**src/rtl/bp_pkg.sv**
```systemverilog
// Shared definitions for the branch history table.
// Contents: the controller state encoding, the default table geometry and
// the width of the misprediction counter.
package bp_pkg;

  typedef enum logic {
    IDLE  = 1'b0,
    SWEEP = 1'b1
  } bht_state_t;

  localparam int unsigned BHT_IDX_BITS     = 4;
  localparam int unsigned BHT_CNT_BITS     = 2;
  localparam int unsigned MISPRED_CNT_BITS = 16;

endpackage

```
**src/rtl/branch_history_table_if.sv**
```systemverilog
// Fetch/execute-side signal bundle of the branch history table.
// master: predictor user (drives Preset, lookup and update fields,
//         receives JumpPredict, Busy, Mispredict_Count).
// slave : the branch_history_table itself.
interface branch_history_table_if
  import bp_pkg::*;
#(
  parameter int unsigned IDX_BITS = BHT_IDX_BITS
);

  logic                        Preset;
  logic [IDX_BITS-1:0]         IF_Index;
  logic                        Hit;
  logic                        EX_Hit;
  logic [IDX_BITS-1:0]         EX_Index;
  logic                        Success;
  logic                        EX_Predicted;
  logic                        JumpPredict;
  logic                        Busy;
  logic [MISPRED_CNT_BITS-1:0] Mispredict_Count;

  modport master (
    output Preset, IF_Index, Hit, EX_Hit, EX_Index, Success, EX_Predicted,
    input  JumpPredict, Busy, Mispredict_Count
  );

  modport slave (
    input  Preset, IF_Index, Hit, EX_Hit, EX_Index, Success, EX_Predicted,
    output JumpPredict, Busy, Mispredict_Count
  );

endinterface

```
**src/rtl/sat_counter_next.sv**
```systemverilog
// Combinational next value of a CNT_BITS-wide saturating counter.
// Ports: cnt_in  - current value
//        inc     - 1 = count up, 0 = count down
//        cnt_out - next value, clamped to 0 .. 2**CNT_BITS-1
module sat_counter_next #(
  parameter int unsigned CNT_BITS = 2
) (
  input  logic [CNT_BITS-1:0] cnt_in,
  input  logic                inc,
  output logic [CNT_BITS-1:0] cnt_out
);

  localparam logic [CNT_BITS-1:0] ONE = CNT_BITS'(1);

  always_comb begin
    cnt_out = cnt_in;
    if (inc) begin
      if (cnt_in != '1) cnt_out = cnt_in + ONE;
    end else begin
      if (cnt_in != '0) cnt_out = cnt_in - ONE;
    end
  end

endmodule

```
**src/rtl/branch_history_table.sv**
```systemverilog
// Branch history table: DEPTH saturating counters indexed by PC bits.
// Ports: CLK     - clock, all state changes on the rising edge
//        Reset_n - asynchronous active-low reset
//        bus     - slave side of branch_history_table_if: Preset sweep
//                  request, fetch lookup (IF_Index/Hit), execute update
//                  (EX_Hit/EX_Index/Success/EX_Predicted), registered
//                  JumpPredict, Busy during sweep, Mispredict_Count.
module branch_history_table
  import bp_pkg::*;
#(
  parameter int unsigned          IDX_BITS   = BHT_IDX_BITS,
  parameter int unsigned          CNT_BITS   = BHT_CNT_BITS,
  parameter logic [CNT_BITS-1:0]  INIT_STATE = '1
) (
  input  logic                   CLK,
  input  logic                   Reset_n,
  branch_history_table_if.slave  bus
);

  localparam int unsigned                  DEPTH       = 2 ** IDX_BITS;
  localparam logic [IDX_BITS-1:0]          LAST_IDX    = '1;
  localparam logic [IDX_BITS-1:0]          IDX_ONE     = IDX_BITS'(1);
  localparam logic [MISPRED_CNT_BITS-1:0]  MISPRED_MAX = '1;
  localparam logic [MISPRED_CNT_BITS-1:0]  MISPRED_ONE = MISPRED_CNT_BITS'(1);

  bht_state_t                  state_q, state_d;
  logic [IDX_BITS-1:0]         ptr_q, ptr_d;
  logic [CNT_BITS-1:0]         cnt_q [DEPTH];

  logic                        upd_en;
  logic [CNT_BITS-1:0]         upd_cur;
  logic [CNT_BITS-1:0]         upd_next;
  logic [CNT_BITS-1:0]         look_val;

  logic                        wr_en;
  logic [IDX_BITS-1:0]         wr_idx;
  logic [CNT_BITS-1:0]         wr_val;

  logic                        jp_q;
  logic [MISPRED_CNT_BITS-1:0] mis_q;

  // Resolved-branch updates are only honoured outside the sweep.
  assign upd_en  = bus.EX_Hit && (state_q == IDLE);
  assign upd_cur = cnt_q[bus.EX_Index];

  sat_counter_next #(
    .CNT_BITS (CNT_BITS)
  ) u_next (
    .cnt_in  (upd_cur),
    .inc     (bus.Success),
    .cnt_out (upd_next)
  );

  // Write-first: a lookup hitting the entry being updated this cycle sees
  // the updated counter rather than the stale table contents.
  always_comb begin
    look_val = cnt_q[bus.IF_Index];
    if (upd_en && (bus.EX_Index == bus.IF_Index)) look_val = upd_next;
  end

  // Next-state and table write port selection.
  always_comb begin
    state_d = state_q;
    ptr_d   = ptr_q;
    wr_en   = 1'b0;
    wr_idx  = bus.EX_Index;
    wr_val  = upd_next;
    case (state_q)
      IDLE: begin
        wr_en = bus.EX_Hit;
        if (bus.Preset) begin
          state_d = SWEEP;
          ptr_d   = '0;
        end
      end
      SWEEP: begin
        wr_en  = 1'b1;
        wr_idx = ptr_q;
        wr_val = INIT_STATE;
        if (bus.Preset) begin
          ptr_d = '0;
        end else if (ptr_q == LAST_IDX) begin
          // Exit instead of letting the pointer wrap back to entry 0.
          state_d = IDLE;
          ptr_d   = '0;
        end else begin
          ptr_d = ptr_q + IDX_ONE;
        end
      end
      default: begin
        state_d = IDLE;
        ptr_d   = '0;
      end
    endcase
  end

  always_ff @(posedge CLK or negedge Reset_n) begin
    if (!Reset_n) begin
      state_q <= IDLE;
      ptr_q   <= '0;
    end else begin
      state_q <= state_d;
      ptr_q   <= ptr_d;
    end
  end

  // Flop array rather than RAM so the whole table can be reset at once.
  always_ff @(posedge CLK or negedge Reset_n) begin
    if (!Reset_n) begin
      cnt_q <= '{default: INIT_STATE};
    end else if (wr_en) begin
      cnt_q[wr_idx] <= wr_val;
    end
  end

  always_ff @(posedge CLK or negedge Reset_n) begin
    if (!Reset_n) begin
      jp_q  <= 1'b0;
      mis_q <= '0;
    end else begin
      jp_q <= (state_q == IDLE) && bus.Hit && look_val[CNT_BITS-1];
      if (upd_en && (bus.EX_Predicted != bus.Success) && (mis_q != MISPRED_MAX))
        mis_q <= mis_q + MISPRED_ONE;
    end
  end

  assign bus.JumpPredict      = jp_q;
  assign bus.Busy             = (state_q == SWEEP);
  assign bus.Mispredict_Count = mis_q;

endmodule

```
**src/flat_wrapper.sv**
```systemverilog
// flat-port wrapper written by rule: the top's interface ports become plain ports
module branch_history_table_flat import bp_pkg::*;
#(
  parameter int unsigned          IDX_BITS   = BHT_IDX_BITS,
  parameter int unsigned          CNT_BITS   = BHT_CNT_BITS,
  parameter logic [CNT_BITS-1:0]  INIT_STATE = '1
)
  (CLK, Reset_n, bus_Preset, bus_IF_Index, bus_Hit, bus_EX_Hit, bus_EX_Index, bus_Success, bus_EX_Predicted, bus_JumpPredict, bus_Busy, bus_Mispredict_Count);
  branch_history_table_if #(.IDX_BITS(IDX_BITS)) bus_i ();
  input  logic CLK;
  input  logic Reset_n;
  input wire logic [$bits(bus_i.Preset)-1:0] bus_Preset;
  input wire logic [$bits(bus_i.IF_Index)-1:0] bus_IF_Index;
  input wire logic [$bits(bus_i.Hit)-1:0] bus_Hit;
  input wire logic [$bits(bus_i.EX_Hit)-1:0] bus_EX_Hit;
  input wire logic [$bits(bus_i.EX_Index)-1:0] bus_EX_Index;
  input wire logic [$bits(bus_i.Success)-1:0] bus_Success;
  input wire logic [$bits(bus_i.EX_Predicted)-1:0] bus_EX_Predicted;
  output wire logic [$bits(bus_i.JumpPredict)-1:0] bus_JumpPredict;
  output wire logic [$bits(bus_i.Busy)-1:0] bus_Busy;
  output wire logic [$bits(bus_i.Mispredict_Count)-1:0] bus_Mispredict_Count;
  assign bus_i.Preset = bus_Preset;
  assign bus_i.IF_Index = bus_IF_Index;
  assign bus_i.Hit = bus_Hit;
  assign bus_i.EX_Hit = bus_EX_Hit;
  assign bus_i.EX_Index = bus_EX_Index;
  assign bus_i.Success = bus_Success;
  assign bus_i.EX_Predicted = bus_EX_Predicted;
  assign bus_JumpPredict = bus_i.JumpPredict;
  assign bus_Busy = bus_i.Busy;
  assign bus_Mispredict_Count = bus_i.Mispredict_Count;
  branch_history_table #(.IDX_BITS(IDX_BITS), .CNT_BITS(CNT_BITS), .INIT_STATE(INIT_STATE)) u_core (.CLK(CLK), .Reset_n(Reset_n), .bus(bus_i));
endmodule
```
**config.mk**
```make
export PLATFORM = sky130hd
export DESIGN_NAME = branch_history_table_flat
export DESIGN_NICKNAME = d
export VERILOG_FILES = /design/src/rtl/bp_pkg.sv /design/src/rtl/branch_history_table_if.sv /design/src/rtl/sat_counter_next.sv /design/src/rtl/branch_history_table.sv /design/src/flat_wrapper.sv
export SDC_FILE = /design/constraint.sdc
export NUM_CORES = 1
export LEC_CHECK = 0
export CORE_MARGIN = 5
export CORE_UTILIZATION = 59
export CTS_CLUSTER_SIZE = 8
export DETAILED_ROUTE_END_ITERATION = 16
export DONT_BUFFER_PORTS = 1
export GPL_TIMING_DRIVEN = 0
export PLACE_DENSITY = 0.83
export SYNTH_ARGS = -nofsm -noshare
export SYNTH_HDL_FRONTEND = slang
export SYNTH_HIERARCHICAL = 1
export SYNTH_SLANG_ARGS = --single-unit
```
**constraint.sdc**
```tcl
create_clock -name CLK -period 3.7 [get_ports CLK]
set_input_delay 0.37 -clock CLK [delete_from_list [all_inputs] [get_ports CLK]]
set_output_delay 0.37 -clock CLK [all_outputs]
set_load 0.005 [all_outputs]
```
==> out/qor.txt <==
Hold Path Origin -> bus_Preset
Detail Route Antenna Nets -> 0
DP HPWL -> 4.67 mm
Hold Crit Class -> input pin to flop
Count of cell types in the netlist -> 49
Setup_tns -> 0 ns
Worst-margin pin slew -> 0.680 ns
Flop2flop setup slack -> 0.83 ns
Hold violation total from the final report -> 0
Vias/cell -> 6.25
# rows -> 26
Initial Util -> 60.0%
Worst reg2reg endpoint -> u_core/cnt_q[13]
Worst Reg-to-Reg Cells -> 7
Post-CTS Resized -> 0
CTS Buffer Depth -> 2
Req. time, crit path -> 3.93 ns
Share of power burned in the clock network -> 25.7%
Startpoint Class -> flop
Vias -> 1989
# DRC -> 0
RSZ-0062 raised after global routing -> no
Synth top area cells -> dfstp_2 (28%), dfrtp_1 (18%), mux2_2 (13%)
Fin nets -> 264
Max-slew violations -> 0
Critical path endpoint category -> flop
P_sw -> 0.313 mW
Global route total overflow -> 0
Post-synthesis cell area -> 0.00302 mm2
Final hold slack -> 0.120 ns
Most frequent cell after synthesis -> mux2_2
Pleak -> 1.25 nW
Clk_skew -> 0.00814 ns
Tcrit/Tclk final -> 77.7%
Synth Instances -> 238
P&R area growth vs syn -> 6.99%
Clock slew at reported path FFs -> 0.09 ns
Sw frac -> 24.9%
Hold EP -> u_core/ptr_q[1]
Synth top area share -> 27.8%
Crit path time final -> 2.87 ns
Initial DRC count -> 117
Root Buffer -> clkbuf_8
Non-filler instance count after layout -> 318
Die Area -> 0.00666 mm2
Final wirelength -> 6.19 mm
Critical path data arrival time -> 3.11 ns
Register area share after synthesis -> 46.0%
Setup violations, final -> 0
Outcome -> complete, no violations
CP Max Fanout -> 10
Maximum vdd ir drop -> 0.252 mV
Synth area leader -> dfstp_2
Vias in the first global route -> 2068
Worst skew pair latency -> 0.30 ns
Combinational share of power -> 15.8%
Synth top cells by count -> mux2_2 (35), dfstp_2 (32), dfrtp_1 (22), nand2_1 (18), mux4_2 (12)
Yosys warning count -> 6
Setup Crit Path Kind -> flop to flop
Die X -> 81.6 um
H-Tree Depth -> 2
Most common flop cell mapped by yosys -> dfstp_2
Seq cells post-synth -> 54
Number of synthesized flops with an enable pin -> 0
DP Cell Count -> 308
Largest net degree at the start of global routing -> 55
I/O pin cnt -> 33
Core area -> 0.00504 mm2
Peak Freq -> 348 MHz
Clk sink count -> 54
Ys async rst share -> 100%
First-pass GRT wire length -> 10.4 mm
Routed len/inst -> 19.5 um
Routability congestion estimate -> 0.856
TritonCTS Buffers -> 5
Diodes inserted -> 0
TritonCTS clock tree -> yes
Post-CTS setup buffers -> 0
Number of max-cap violations -> 0
Reg2reg start -> u_core/cnt_q[21]
Syn_area_per_cell -> 12.7 um2
Sequential power share -> 58.5%
Pre-antenna DRT Iters -> 4
Pwr dens -> 388 mW/mm2
Max_slew headroom -> 54.5%
Layout cell share with drive strength beyond 1 -> 42.3%
Total Routing Usage GR -> 20.7%
DIE HEIGHT -> 81.6 um
Worst hold stages -> 1
# port buffers -> 0
Int Pwr -> 0.943 mW
Antenna violations before repair -> 0
Syn Nets -> 255
cells by family after synthesis:
family / after synthesis / synth area share [%]
AO/OA/AOI/OAI: 21 / 5.34
XOR/XNOR: 18 / 5.22
adder cells (fa/ha/maj): 4 / 1.57
buffers and inverters: 16 / 2.77
flip-flops: 54 / 46.0
multiplexers: 53 / 25.0
AND/OR/NAND/NOR: 72 / 14.0
through the flow:
step	setup WS, ns	instance area (um2)	utilization, %	power [mW]
2_1_floorplan	0.935	3020	-	0.879
3_3_place_gp	0.651	3110	61.7	0.913
3_5_place_dp	0.606	3110	61.7	0.926
4_1_cts	0.832	3230	64.1	1.27
5_1_grt	0.712	3230	64.1	1.32
6_report	0.825	3230	64.1	1.26
worst max-delay path by stage:
stage	start	to	slack, ns	cells past startpoint
finish	u_core/cnt_q[21]	u_core/cnt_q[13]	0.83	7
global route	u_core/cnt_q[21]	u_core/cnt_q[31]	0.71	7
CTS	u_core/cnt_q[21]	u_core/cnt_q[13]	0.83	7
detailed placement	bus_EX_Index[0]	u_core/cnt_q[13]	0.61	8
global placement	bus_EX_Index[0]	u_core/cnt_q[13]	0.65	8
floorplan	bus_EX_Index[0]	u_core/cnt_q[11]	0.93	8
flip-flops by register name, indices dropped and copies added, names as in the netlist:
name	cells
u_core/bus.JumpPredict	1
u_core/bus.Busy	1
u_core/cnt_q	32
u_core/bus.Mispredict_Count	16
u_core/ptr_q	4
placed cells by master (no fill, tap or decap), drive strengths merged, types with 2 or more instances in the layout:
cell	count
dfstp	32
and2	2
mux4	14
nor4	2
o32ai	5
nand2b	7
ha	2
nand2	18
buf	10
nor2	9
xor2	9
and4	4
mux2	35
nand4	5
xnor2	9
dfrtp	22
inv	6
clkbuf	8
a21oi	3
o21ai	3
nor2b	5
mux2i	4
maj3	2
nor3	6
or2	2
nand3	8
worst max-delay path, cell delays in order (launching register included):
cell and delay [ns]:
dfstp_2 0.39, mux4_1 0.50, mux4_2 0.52, maj3_2 0.34, or2_2 0.28, buf_1 0.19, clkbuf_1 0.26, mux2_2 0.32
power by group through the flow:
stage                     clock network, mW  logic [mW]  registers [mW]
after floorplan                           0       0.154           0.724
after global placement                    0       0.175           0.738
after detailed placement                  0       0.182           0.744
after CTS                             0.336       0.198           0.734
after global routing                  0.360       0.218           0.744
final                                 0.323       0.198           0.735
layer usage:
layer	routed length [um]	track usage [%]	part of all wire, %	up-vias
li1	-	-	-	893
met1	2530	26.2	41	1016
met2	3110	34.5	50	70
met3	458	5.26	7.4	10
met4	97	7.14	1.6	0
met5	0	0	0	-
area by class of cell:
type                            count  area, um2
Fill cell                         386       1810
Tap cell                           70       87.6
Buffer                             11       65.1
Multi-Input combinational cell    168       1550
Sequential cell                    54       1390
Clock inverter                      2       13.8
Clock buffer                        6       72.6
Timing Repair Buffer                2       37.5
Inverter                            5       18.8
what timing repair did:
item                                   CTS  global route
endpoints found under the hold margin   54             0
hold buffers                             2             0
setup endpoints to repair                0             0
Power figures use the tool's default switching activity.
